==> config.mk <==
export PLATFORM = sky130hd
export DESIGN_NAME = control_unit_flat
export DESIGN_NICKNAME = d
export VERILOG_FILES = /design/src/rtl/cpu_pkg.sv /design/src/rtl/control_unit_if.sv /design/src/rtl/control_unit.sv /design/src/flat_wrapper.sv
export SDC_FILE = /design/constraint.sdc
export NUM_CORES = 1
export LEC_CHECK = 0
export BUFFER_PORTS_ARGS = -buffer_cell sky130_fd_sc_hd__buf_4
export CELL_PAD_IN_SITES_DETAIL_PLACEMENT = 0
export CELL_PAD_IN_SITES_GLOBAL_PLACEMENT = 2
export CORE_MARGIN = 5
export CORE_UTILIZATION = 24
export DETAILED_ROUTE_END_ITERATION = 8
export HOLD_SLACK_MARGIN = 0.12
export PLACE_DENSITY_LB_ADDON = 0.1
export SYNTH_ARGS = -nofsm -noshare
export SYNTH_HDL_FRONTEND = slang
export SYNTH_SLANG_ARGS = --single-unit
==> constraint.sdc <==
create_clock -name Clock -period 10.1 [get_ports Clock]
set_input_delay 2.525 -clock Clock [delete_from_list [all_inputs] [get_ports Clock]]
set_output_delay 2.525 -clock Clock [all_outputs]
set_load 0.05 [all_outputs]
==> src/rtl/cpu_pkg.sv <==
// Shared mini-SRC control definitions: opcodes, sequencer states, instruction
// classes and the control-word layout produced by the control unit.
package cpu_pkg;

    localparam logic [4:0] OP_LD   = 5'b00000;
    localparam logic [4:0] OP_LDI  = 5'b00001;
    localparam logic [4:0] OP_ST   = 5'b00010;
    localparam logic [4:0] OP_ADD  = 5'b00011;
    localparam logic [4:0] OP_SUB  = 5'b00100;
    localparam logic [4:0] OP_AND  = 5'b00101;
    localparam logic [4:0] OP_OR   = 5'b00110;
    localparam logic [4:0] OP_SHR  = 5'b00111;
    localparam logic [4:0] OP_SHRA = 5'b01000;
    localparam logic [4:0] OP_SHL  = 5'b01001;
    localparam logic [4:0] OP_ROR  = 5'b01010;
    localparam logic [4:0] OP_ROL  = 5'b01011;
    localparam logic [4:0] OP_ADDI = 5'b01100;
    localparam logic [4:0] OP_ANDI = 5'b01101;
    localparam logic [4:0] OP_ORI  = 5'b01110;
    localparam logic [4:0] OP_MUL  = 5'b01111;
    localparam logic [4:0] OP_DIV  = 5'b10000;
    localparam logic [4:0] OP_NEG  = 5'b10001;
    localparam logic [4:0] OP_NOT  = 5'b10010;
    localparam logic [4:0] OP_BR   = 5'b10011;
    localparam logic [4:0] OP_JR   = 5'b10100;
    localparam logic [4:0] OP_JAL  = 5'b10101;
    localparam logic [4:0] OP_IN   = 5'b10110;
    localparam logic [4:0] OP_OUT  = 5'b10111;
    localparam logic [4:0] OP_MFHI = 5'b11000;
    localparam logic [4:0] OP_MFLO = 5'b11001;
    localparam logic [4:0] OP_NOP  = 5'b11010;
    localparam logic [4:0] OP_HALT = 5'b11011;

    typedef enum logic [3:0] {
        RESET, T0, T1, T2, T3, T4, T5, T6, T7, T8, T9, HALT
    } state_t;

    typedef enum logic [3:0] {
        CL_ALU, CL_IMM, CL_UNARY, CL_MULDIV, CL_LOAD, CL_STORE,
        CL_BRANCH, CL_JUMP, CL_IO, CL_MOVE, CL_NOP, CL_HALT
    } iclass_t;

    typedef struct packed {
        logic HIin, LOin, PCin, MDRin, Zin, Yin, MARin, IRin, CONin, OUTPORTin;
        logic HIout, LOout, ZHIout, ZLOout, PCout, MDRout, INPORTout, Cout;
        logic Gra, Grb, Grc, Rin, Rout, BAout;
        logic Read, IncPC, write;
        logic link;
    } ctrl_t;

    function automatic iclass_t op_class(input logic [4:0] op);
        case (op)
            OP_ADD, OP_SUB, OP_AND, OP_OR, OP_SHR, OP_SHRA,
            OP_SHL, OP_ROR, OP_ROL:          op_class = CL_ALU;
            OP_ADDI, OP_ANDI, OP_ORI, OP_LDI: op_class = CL_IMM;
            OP_NEG, OP_NOT:                  op_class = CL_UNARY;
            OP_MUL, OP_DIV:                  op_class = CL_MULDIV;
            OP_LD:                           op_class = CL_LOAD;
            OP_ST:                           op_class = CL_STORE;
            OP_BR:                           op_class = CL_BRANCH;
            OP_JR, OP_JAL:                   op_class = CL_JUMP;
            OP_IN, OP_OUT:                   op_class = CL_IO;
            OP_MFHI, OP_MFLO:                op_class = CL_MOVE;
            OP_HALT:                         op_class = CL_HALT;
            default:                         op_class = CL_NOP;
        endcase
    endfunction

    // Final execute step of each instruction; the step after it is T0.
    function automatic state_t last_step(input logic [4:0] op);
        case (op_class(op))
            CL_ALU, CL_IMM:          last_step = T6;
            CL_UNARY:                last_step = T5;
            CL_MULDIV, CL_BRANCH:    last_step = T7;
            CL_LOAD:                 last_step = T9;
            CL_STORE:                last_step = T8;
            CL_JUMP:                 last_step = (op == OP_JAL) ? T5 : T4;
            default:                 last_step = T4;
        endcase
    endfunction

endpackage

==> src/rtl/control_unit_if.sv <==
// Control bundle between the control unit and the mini-SRC datapath.
interface control_unit_if;
    logic        Stop;
    logic [31:0] IR;
    logic        CON;
    logic        Run;
    logic        HIin, LOin, PCin, MDRin, Zin, Yin, MARin, IRin, CONin, OUTPORTin;
    logic        HIout, LOout, ZHIout, ZLOout, PCout, MDRout, INPORTout, Cout;
    logic        Gra, Grb, Grc, Rin, Rout, BAout;
    logic        Read, IncPC, write;
    logic [15:0] regIn;

    modport master (
        input  Stop, IR, CON,
        output Run,
        output HIin, LOin, PCin, MDRin, Zin, Yin, MARin, IRin, CONin, OUTPORTin,
        output HIout, LOout, ZHIout, ZLOout, PCout, MDRout, INPORTout, Cout,
        output Gra, Grb, Grc, Rin, Rout, BAout,
        output Read, IncPC, write, regIn
    );

    modport slave (
        output Stop, IR, CON,
        input  Run,
        input  HIin, LOin, PCin, MDRin, Zin, Yin, MARin, IRin, CONin, OUTPORTin,
        input  HIout, LOout, ZHIout, ZLOout, PCout, MDRout, INPORTout, Cout,
        input  Gra, Grb, Grc, Rin, Rout, BAout,
        input  Read, IncPC, write, regIn
    );
endinterface

==> src/rtl/control_unit.sv <==
// Hardwired mini-SRC sequencer: fetch in T0-T3, opcode-specific execute from
// T4, one control step per clock; controls are a Moore decode of state and IR.
module control_unit
    import cpu_pkg::*;
(
    input  logic           Clock,
    input  logic           clr,
    control_unit_if.master bus
);

    state_t     state_q, state_d;
    ctrl_t      ctrl;
    logic [4:0] op;
    iclass_t    cls;
    logic       unused_ir;

    assign op        = bus.IR[31:27];
    assign cls       = op_class(op);
    assign unused_ir = ^bus.IR[26:0];

    always_ff @(posedge Clock) begin
        if (clr) state_q <= RESET;
        else     state_q <= state_d;
    end

    always_comb begin
        state_d = state_q;
        case (state_q)
            RESET:   state_d = T0;
            T0:      state_d = bus.Stop ? T0 : T1;
            T1:      state_d = T2;
            T2:      state_d = T3;
            T3:      state_d = T4;
            HALT:    state_d = HALT;
            default: begin
                if (state_q == T4 && cls == CL_HALT)
                    state_d = HALT;
                else if (state_q == last_step(op))
                    state_d = T0;
                else
                    state_d = state_t'(state_q + 4'd1);
            end
        endcase
    end

    always_comb begin
        ctrl = '0;
        case (state_q)
            RESET, HALT: ;
            // A paused T0 must not advance the PC, so its controls are gated by Stop.
            T0: if (!bus.Stop) begin
                ctrl.PCout = 1'b1; ctrl.MARin = 1'b1; ctrl.IncPC = 1'b1; ctrl.Zin = 1'b1;
            end
            T1: begin ctrl.ZLOout = 1'b1; ctrl.PCin  = 1'b1; end
            T2: begin ctrl.Read   = 1'b1; ctrl.MDRin = 1'b1; end
            T3: begin ctrl.MDRout = 1'b1; ctrl.IRin  = 1'b1; end
            default: begin
                case (cls)
                    CL_ALU: case (state_q)
                        T4: begin ctrl.Grb = 1'b1; ctrl.Rout = 1'b1; ctrl.Yin = 1'b1; end
                        T5: begin ctrl.Grc = 1'b1; ctrl.Rout = 1'b1; ctrl.Zin = 1'b1; end
                        T6: begin ctrl.ZLOout = 1'b1; ctrl.Gra = 1'b1; ctrl.Rin = 1'b1; end
                        default: ;
                    endcase
                    CL_IMM: case (state_q)
                        T4: begin
                            ctrl.Grb = 1'b1; ctrl.Rout = 1'b1; ctrl.Yin = 1'b1;
                            ctrl.BAout = (op == OP_LDI);
                        end
                        T5: begin ctrl.Cout = 1'b1; ctrl.Zin = 1'b1; end
                        T6: begin ctrl.ZLOout = 1'b1; ctrl.Gra = 1'b1; ctrl.Rin = 1'b1; end
                        default: ;
                    endcase
                    CL_UNARY: case (state_q)
                        T4: begin ctrl.Grb = 1'b1; ctrl.Rout = 1'b1; ctrl.Zin = 1'b1; end
                        T5: begin ctrl.ZLOout = 1'b1; ctrl.Gra = 1'b1; ctrl.Rin = 1'b1; end
                        default: ;
                    endcase
                    CL_MULDIV: case (state_q)
                        T4: begin ctrl.Gra = 1'b1; ctrl.Rout = 1'b1; ctrl.Yin = 1'b1; end
                        T5: begin ctrl.Grb = 1'b1; ctrl.Rout = 1'b1; ctrl.Zin = 1'b1; end
                        T6: begin ctrl.ZLOout = 1'b1; ctrl.LOin = 1'b1; end
                        T7: begin ctrl.ZHIout = 1'b1; ctrl.HIin = 1'b1; end
                        default: ;
                    endcase
                    CL_LOAD, CL_STORE: case (state_q)
                        T4: begin
                            ctrl.Grb = 1'b1; ctrl.BAout = 1'b1; ctrl.Rout = 1'b1; ctrl.Yin = 1'b1;
                        end
                        T5: begin ctrl.Cout = 1'b1; ctrl.Zin = 1'b1; end
                        T6: begin ctrl.ZLOout = 1'b1; ctrl.MARin = 1'b1; end
                        // Loads spend T7 waiting on memory; stores drive the data register.
                        T7: if (cls == CL_STORE) begin
                            ctrl.Gra = 1'b1; ctrl.Rout = 1'b1; ctrl.MDRin = 1'b1;
                        end
                        T8: if (cls == CL_STORE) ctrl.write = 1'b1;
                            else begin ctrl.Read = 1'b1; ctrl.MDRin = 1'b1; end
                        T9: if (cls == CL_LOAD) begin
                            ctrl.MDRout = 1'b1; ctrl.Gra = 1'b1; ctrl.Rin = 1'b1;
                        end
                        default: ;
                    endcase
                    CL_BRANCH: case (state_q)
                        T4: begin ctrl.Gra = 1'b1; ctrl.Rout = 1'b1; ctrl.CONin = 1'b1; end
                        T5: begin ctrl.PCout = 1'b1; ctrl.Yin = 1'b1; end
                        T6: begin ctrl.Cout = 1'b1; ctrl.Zin = 1'b1; end
                        T7: if (bus.CON) begin ctrl.ZLOout = 1'b1; ctrl.PCin = 1'b1; end
                        default: ;
                    endcase
                    CL_JUMP: begin
                        if (op == OP_JR) begin
                            if (state_q == T4) begin
                                ctrl.Gra = 1'b1; ctrl.Rout = 1'b1; ctrl.PCin = 1'b1;
                            end
                        end else begin
                            if (state_q == T4) begin ctrl.PCout = 1'b1; ctrl.link = 1'b1; end
                            if (state_q == T5) begin
                                ctrl.Gra = 1'b1; ctrl.Rout = 1'b1; ctrl.PCin = 1'b1;
                            end
                        end
                    end
                    CL_IO: if (state_q == T4) begin
                        ctrl.Gra = 1'b1;
                        if (op == OP_IN) begin ctrl.INPORTout = 1'b1; ctrl.Rin = 1'b1; end
                        else begin ctrl.Rout = 1'b1; ctrl.OUTPORTin = 1'b1; end
                    end
                    CL_MOVE: if (state_q == T4) begin
                        ctrl.Gra = 1'b1; ctrl.Rin = 1'b1;
                        if (op == OP_MFHI) ctrl.HIout = 1'b1;
                        else               ctrl.LOout = 1'b1;
                    end
                    default: ;
                endcase
            end
        endcase
    end

    assign bus.Run       = (state_q != RESET) && (state_q != HALT);
    assign bus.HIin      = ctrl.HIin;
    assign bus.LOin      = ctrl.LOin;
    assign bus.PCin      = ctrl.PCin;
    assign bus.MDRin     = ctrl.MDRin;
    assign bus.Zin       = ctrl.Zin;
    assign bus.Yin       = ctrl.Yin;
    assign bus.MARin     = ctrl.MARin;
    assign bus.IRin      = ctrl.IRin;
    assign bus.CONin     = ctrl.CONin;
    assign bus.OUTPORTin = ctrl.OUTPORTin;
    assign bus.HIout     = ctrl.HIout;
    assign bus.LOout     = ctrl.LOout;
    assign bus.ZHIout    = ctrl.ZHIout;
    assign bus.ZLOout    = ctrl.ZLOout;
    assign bus.PCout     = ctrl.PCout;
    assign bus.MDRout    = ctrl.MDRout;
    assign bus.INPORTout = ctrl.INPORTout;
    assign bus.Cout      = ctrl.Cout;
    assign bus.Gra       = ctrl.Gra;
    assign bus.Grb       = ctrl.Grb;
    assign bus.Grc       = ctrl.Grc;
    assign bus.Rin       = ctrl.Rin;
    assign bus.Rout      = ctrl.Rout;
    assign bus.BAout     = ctrl.BAout;
    assign bus.Read      = ctrl.Read;
    assign bus.IncPC     = ctrl.IncPC;
    assign bus.write     = ctrl.write;
    assign bus.regIn     = {ctrl.link, 15'b0};

endmodule

==> src/flat_wrapper.sv <==
// flat-port wrapper written by rule: the top's interface ports become plain ports
module control_unit_flat import cpu_pkg::*;
  (Clock, clr, bus_Stop, bus_IR, bus_CON, bus_Run, bus_HIin, bus_LOin, bus_PCin, bus_MDRin, bus_Zin, bus_Yin, bus_MARin, bus_IRin, bus_CONin, bus_OUTPORTin, bus_HIout, bus_LOout, bus_ZHIout, bus_ZLOout, bus_PCout, bus_MDRout, bus_INPORTout, bus_Cout, bus_Gra, bus_Grb, bus_Grc, bus_Rin, bus_Rout, bus_BAout, bus_Read, bus_IncPC, bus_write, bus_regIn);
  control_unit_if bus_i ();
  input  logic Clock;
  input  logic clr;
  input wire logic [$bits(bus_i.Stop)-1:0] bus_Stop;
  input wire logic [$bits(bus_i.IR)-1:0] bus_IR;
  input wire logic [$bits(bus_i.CON)-1:0] bus_CON;
  output wire logic [$bits(bus_i.Run)-1:0] bus_Run;
  output wire logic [$bits(bus_i.HIin)-1:0] bus_HIin;
  output wire logic [$bits(bus_i.LOin)-1:0] bus_LOin;
  output wire logic [$bits(bus_i.PCin)-1:0] bus_PCin;
  output wire logic [$bits(bus_i.MDRin)-1:0] bus_MDRin;
  output wire logic [$bits(bus_i.Zin)-1:0] bus_Zin;
  output wire logic [$bits(bus_i.Yin)-1:0] bus_Yin;
  output wire logic [$bits(bus_i.MARin)-1:0] bus_MARin;
  output wire logic [$bits(bus_i.IRin)-1:0] bus_IRin;
  output wire logic [$bits(bus_i.CONin)-1:0] bus_CONin;
  output wire logic [$bits(bus_i.OUTPORTin)-1:0] bus_OUTPORTin;
  output wire logic [$bits(bus_i.HIout)-1:0] bus_HIout;
  output wire logic [$bits(bus_i.LOout)-1:0] bus_LOout;
  output wire logic [$bits(bus_i.ZHIout)-1:0] bus_ZHIout;
  output wire logic [$bits(bus_i.ZLOout)-1:0] bus_ZLOout;
  output wire logic [$bits(bus_i.PCout)-1:0] bus_PCout;
  output wire logic [$bits(bus_i.MDRout)-1:0] bus_MDRout;
  output wire logic [$bits(bus_i.INPORTout)-1:0] bus_INPORTout;
  output wire logic [$bits(bus_i.Cout)-1:0] bus_Cout;
  output wire logic [$bits(bus_i.Gra)-1:0] bus_Gra;
  output wire logic [$bits(bus_i.Grb)-1:0] bus_Grb;
  output wire logic [$bits(bus_i.Grc)-1:0] bus_Grc;
  output wire logic [$bits(bus_i.Rin)-1:0] bus_Rin;
  output wire logic [$bits(bus_i.Rout)-1:0] bus_Rout;
  output wire logic [$bits(bus_i.BAout)-1:0] bus_BAout;
  output wire logic [$bits(bus_i.Read)-1:0] bus_Read;
  output wire logic [$bits(bus_i.IncPC)-1:0] bus_IncPC;
  output wire logic [$bits(bus_i.write)-1:0] bus_write;
  output wire logic [$bits(bus_i.regIn)-1:0] bus_regIn;
  assign bus_i.Stop = bus_Stop;
  assign bus_i.IR = bus_IR;
  assign bus_i.CON = bus_CON;
  assign bus_Run = bus_i.Run;
  assign bus_HIin = bus_i.HIin;
  assign bus_LOin = bus_i.LOin;
  assign bus_PCin = bus_i.PCin;
  assign bus_MDRin = bus_i.MDRin;
  assign bus_Zin = bus_i.Zin;
  assign bus_Yin = bus_i.Yin;
  assign bus_MARin = bus_i.MARin;
  assign bus_IRin = bus_i.IRin;
  assign bus_CONin = bus_i.CONin;
  assign bus_OUTPORTin = bus_i.OUTPORTin;
  assign bus_HIout = bus_i.HIout;
  assign bus_LOout = bus_i.LOout;
  assign bus_ZHIout = bus_i.ZHIout;
  assign bus_ZLOout = bus_i.ZLOout;
  assign bus_PCout = bus_i.PCout;
  assign bus_MDRout = bus_i.MDRout;
  assign bus_INPORTout = bus_i.INPORTout;
  assign bus_Cout = bus_i.Cout;
  assign bus_Gra = bus_i.Gra;
  assign bus_Grb = bus_i.Grb;
  assign bus_Grc = bus_i.Grc;
  assign bus_Rin = bus_i.Rin;
  assign bus_Rout = bus_i.Rout;
  assign bus_BAout = bus_i.BAout;
  assign bus_Read = bus_i.Read;
  assign bus_IncPC = bus_i.IncPC;
  assign bus_write = bus_i.write;
  assign bus_regIn = bus_i.regIn;
  control_unit u_core (.Clock(Clock), .clr(clr), .bus(bus_i));
endmodule
# After elaboration in Yosys (flattened, before gate mapping)
# Memories as Yosys holds them, arrays and structs flattened.
# Index checks and enable logic that the tools add are counted.
[word_totals] reg_bits=4 romBits=256 inputBits=36 out_inout_bits=44 wordCells=138 n_memories=2
[mem_list] name="(no name shown)" words=32 word_bits=4 rd=1 rd_clocked_by_memory_dff=0 wr=0 line="cpu_pkg.sv:52" text="case (op)"
[mem_list] name="(no name shown)" words=32 word_bits=4 rd=1 rd_clocked_by_memory_dff=0 wr=0 line="cpu_pkg.sv:52"
[op_classes] n_addsub=1 eq_ne=35 muxes=77 reduce_logical=22
[op_table] operator="== test 4 x 3 -> 1 bit (second input constant)" n=12
[op_table] operator="case mux 4 bit (6 select lines)" n=2
[op_table] operator="2-to-1 mux 1 bit" n=36
[op_table] operator="case mux 1 bit (2 select lines)" n=17
[op_table] operator="OR reduction 5 bit" n=6
[op_table] operator="== test 4 bit (second input constant)" n=7
[op_table] operator="== test 4 x 2 -> 1 bit (second input constant)" n=6
[op_table] operator="2-to-1 mux 4 bit" n=6
[op_table] operator="== test 5 bit (second input constant)" n=4
[op_table] operator="2-to-1 mux 2 bit" n=9
[op_table] operator="OR reduction 2 bit" n=7
[op_table] operator="== test 4 x 1 -> 1 bit (second input constant)" n=3
[op_table] operator="logical NOT 4 bit" n=3
[op_table] operator="case mux 1 bit (5 select lines)" n=2
[op_table] operator="2-to-1 mux 8 bit" n=1
[op_table] operator="case mux 1 bit (3 select lines)" n=2
[op_table] operator="case mux 1 bit (6 select lines)" n=1
[op_table] operator="OR reduction 6 bit" n=1
[op_table] operator="== test 5 x 1 -> 1 bit (second input constant)" n=1
[op_table] operator="2-to-1 mux 5 bit" n=1
[op_table] operator="adder 4 x 1 -> 4 bit (second input constant)" n=1
[op_table] operator="== test 4 bit" n=1
[op_table] operator="inequality test 4 bit (second input constant)" n=1
[op_table] operator="nonzero test 4 bit" n=1
[op_table] operator="other kinds (3)" n=4

# Logic depth before layout (Yosys ltp)
# An unclocked memory read counts as a cell.
[depth] ltp_word=14 mapped_depth=11 mapped_depth_nobuf=9

# Least setup slack after synthesis
# OpenSTA, ideal clock, no wires.
[synth_timing] path_type="in2out" startpoint="input port bus_IR[27]" endpoint="output port bus_CONin" arrival_ns=5.342 required_time_ns=7.575 slack_ns=2.233 stages=8 n_path_buf=2 cell_sequence="inv_1 > ha_1 > or2_1 > a311oi_2 > nor2b_1 > buf_2 > clkbuf_1 > nor4_1"
[synth_via] elab_chain_len=4
[synth_rtl] element="from (decl)" line="flat_wrapper.sv:8" text="input wire logic [$bits(bus_i.IR)-1:0] bus_IR;"
[synth_rtl] element="memory (32 x 4 bit)"
[synth_rtl] element="== test 4 x 3 -> 1 bit" line="control_unit.sv:58" text="case (cls)"
[synth_rtl] element="2-to-1 mux 1 bit" line="control_unit.sv:58"
[synth_rtl] element="2-to-1 mux 5 bit" line="control_unit.sv:48" text="case (state_q)"
[synth_rtl] element="to (decl)" line="flat_wrapper.sv:19" text="output wire logic [$bits(bus_i.CONin)-1:0] bus_CONin;"
# No other way between the ends.

# Worst setup path after layout
[layout_timing] startpoint="input port bus_IR[28]" endpoint="output port bus_Rin"
[layout_via] elab_chain_len=6
[layout_rtl] element="memory (32 x 4 bit)"
[layout_rtl] element="== test 4 x 3 -> 1 bit" line="control_unit.sv:58, control_unit.sv:98"
[layout_rtl] element="2-to-1 mux 1 bit" line="control_unit.sv:98" text="T9: if (cls == CL_LOAD) begin"
[layout_rtl] element="2-to-1 mux 1 bit" line="control_unit.sv:86" text="CL_LOAD, CL_STORE: case (state_q)"
[layout_rtl] element="case mux 1 bit (5 select lines) (*)" line="control_unit.sv:58"
[layout_rtl] element="2-to-1 mux 8 bit (*)" line="control_unit.sv:48"
[layout_rtl] element="to (decl)" line="flat_wrapper.sv:32" text="output wire logic [$bits(bus_i.Rin)-1:0] bus_Rin;"
# Mark *: on every way between the ends. The rest lies on a longest branch, timed or not.

==> metrics <==
status=finished, final reports clean; main flop type after synthesis=dfxtp_1; Final Setup Violations=0; Clock power frac=10.5%; Resize count post-CTS=0; Pre-antenna DRT Iters=4; initial core utilization=24.7%; DRC Markers=0; CP max stage cell=o21ai_0; Hold Startpoint=u_core.state_q[0]$_SDFF_PP0_; CTS Root Buffer Type=clkbuf_8; # rows=28; CP Cell Sequence=buf_4 > inv_1 > ha_1 > o21ai_0 > and2_1 > nand2_1 > nor3_1 > a21oi_1 > a211oi_1 > buf_4; routed vias=1674; Crit Reg-Reg Endpoint=u_core.state_q[3]$_SDFF_PP0_; Max Cap Violations=0; Largest register FFs=4; fin crit share=73.9%; Hold Fails Final Rpt=0; via/cell ratio=5.17; CTS tree=built; Overflow after GRT=0; Non-Filler Instances=324; die footprint=7770 um2; Layout fillers=695; final worst slack=2.63 ns; PwrDens=181 nW/um2; Die W=88.1 um; RSZ-0062 raised after global routing=false; clk sink count=4; Worst-Skew Late Latency=0.22 ns; Worst Max-Slew Pin Slew=0.895 ns; core area=5920 um2; Worst setup EP type=output port; P&R area growth vs syn=19.6%; global-route wire length before repair=8.51 mm; largest net degree at the start of global routing=25; P_leak=0.733 nW; registers with the most flip-flops=u_core.state_q: 4 flops; post-synthesis sequential area ratio=5.47%; Fin Setup TNS=0 ns; hpwl dp=4.13 mm; Pwr Total=0.000317 W; Worst EP arrival=4.94 ns; final wirelength=5.41 mm; worst rel slew slack=40.1%; #FFs+latches synth=4; Longest Clk Path Bufs=2; antenna violations before repair=0; Post-synth EDFFs=0; Psw=0.000197 W; Syn Std Cell Area=1470 um2; Worst-path clk slew=0.03 ns; FFs w/ async S/R, synth=0%; Final ANT Viol Nets=0; most frequent cells in the layout=buf_4, nor2_1, nand2_1; nets@finish=296; final instance area=1750 um2; Max Clock Freq=134 MHz; hold endpoint=u_core.state_q[0]$_SDFF_PP0_; placed inst area=1710 um2; io pins=80; H-tree levels=1; fin crit period=7.47 ns; Logic pwr share=79.6%; Cells after DPL=321; Hold/Removal Path Class=register to register; FF-to-FF setup slack=7.74 ns; reg2reg path depth=9; Int Pwr=0.000120 W; total CTS buffers=3; wire per inst=16.7 um; Yosys cell types=59; Setup Buffers After CTS=0; Post-Syn Instances=222; synth warn=0; # port buffers=37; Tot GR Track Use=14.0%; layout cells sized above 1=20.5%; Startpoint Class=input port; Sw Share=62.1%; Hold-fix buffers, CTS=0; most used cell, CP=buf_4; largest fanout on the critical path=9; slowest cell delay on critical path=0.58 ns; maximum VDD drop=86.6 uV; fin. max-slew vios=0; die height=88.1 um; most common cell after layout, fill and taps aside=buf_4; Starting DRT DRC Count=134; WP data required=7.58 ns; ANT cells=0; RD Place Congestion=0.831; final clock skew=0.000959 ns; pre-CTS setup slack=2.63 ns; Largest Register=u_core.state_q; synthesized area per cell=6.60 um2; worst hold stages=1; Seq pwr share=9.9%; vias in the first global route=1561; Setup CP Type=input port to output port; RR Startpoint=u_core.state_q[0]$_SDFF_PP0_
## synthesized netlist by cell type, types with 2 or more instances
library cell   n  share of area [%]
a211oi_1       2                1.0
a21o_1         2                1.0
a21oi_1        9                3.1
a22oi_1        2                1.0
a31o_2         2                1.2
a31oi_1        5                2.1
a32oi_1        2                1.2
a41oi_1        2                1.2
and2_1         6                2.6
and3_1         2               0.85
buf_1          2               0.51
buf_2          2               0.68
buf_4         18                9.2
buf_6          2                1.5
clkbuf_1       5                1.3
dfxtp_1        4                5.5
ha_1           9                7.7
inv_1          8                2.0
mux2i_1        4                2.7
nand2_1       22                5.6
nand2b_1       2               0.85
nand3_1       10                3.4
nand4_1        3                1.3
nor2_1        23                5.9
nor2b_1        6                2.6
nor3_1         8                2.7
nor4_1         4                1.7
o211ai_1       5                2.6
o21a_1         2                1.0
o21ai_0       11                3.8
o22ai_1        3                1.3
o311ai_0       2                1.2
o31ai_1        2                1.0
or3_1          3                1.3
xnor2_1        4                2.4
## how the worst max path moves through the flow
| stage | slack (ns) | startpoint | depth (start not counted) | to |
|---|---|---|---|---|
| 3_3_place_gp | 2.58 | bus_IR[28] | 10 | bus_Rin |
| 3_5_place_dp | 2.63 | bus_IR[28] | 10 | bus_Rin |
| 6_report | 2.63 | bus_IR[28] | 10 | bus_Rin |
| 2_1_floorplan | 2.23 | bus_IR[27] | 8 | bus_CONin |
| 5_1_grt | 2.39 | bus_IR[28] | 10 | bus_Rin |
| 4_1_cts | 2.63 | bus_IR[28] | 11 | bus_Rout |
## layer usage
metal	GRT usage, %	routed length, um	vias up
met5	0	0	-
met4	0.962	0	0
met3	2.35	341	0
met2	21.0	2350	63
met1	21.7	2710	766
li1	-	-	845
## metrics by stage
stage / util [%] / hold WS (ns)
floorplan: - / 0.519
global placement: 28.9 / 0.580
detailed placement: 28.9 / 0.579
CTS: 29.6 / 0.594
global route: 29.6 / 0.662
finish: 29.6 / 0.576
## logic make-up (layout without fill, tap and decap cells)
logic type	Yosys count	after routing	share of synthesized area, %
AO/OA/AOI/OAI	64	64	31.6
AND/OR/NAND/NOR	99	99	34.6
flip-flops	4	4	5.47
XOR/XNOR	4	4	2.39
other	1	15	0.256
adder cells (fa/ha/maj)	9	9	7.69
multiplexers	4	4	2.73
buffers and inverters	37	50	15.3
## critical path, delay by kind of cell
family | cells | cell delay [ns]
AOI/OAI and AO/OA | 3 | 0.95
and+or+nand+nor | 3 | 0.73
buffers and inverters | 3 | 0.47
adders and majority gates | 1 | 0.26
## layout make-up
class                           instances  area (um2)  share of cell area [%]
Timing Repair Buffer                   39         293                    16.7
Multi-Input combinational cell        195        1210                    69.3
Sequential cell                         4        80.1                    4.57
Inverter                                8        30.0                    1.71
Clock buffer                            3        41.3                    2.36
Tap cell                               75        93.8                    5.36
## power groups by stage
stage	combinational, W	sequential, W	clock [W]
6_report	0.000252	0.0000313	0.0000331
5_1_grt	0.000273	0.0000327	0.0000357
4_1_cts	0.000253	0.0000313	0.0000344
3_5_place_dp	0.000252	0.0000317	0
3_3_place_gp	0.000257	0.0000317	0
2_1_floorplan	0.000190	0.0000259	0
(Power assumes the default switching activity.)
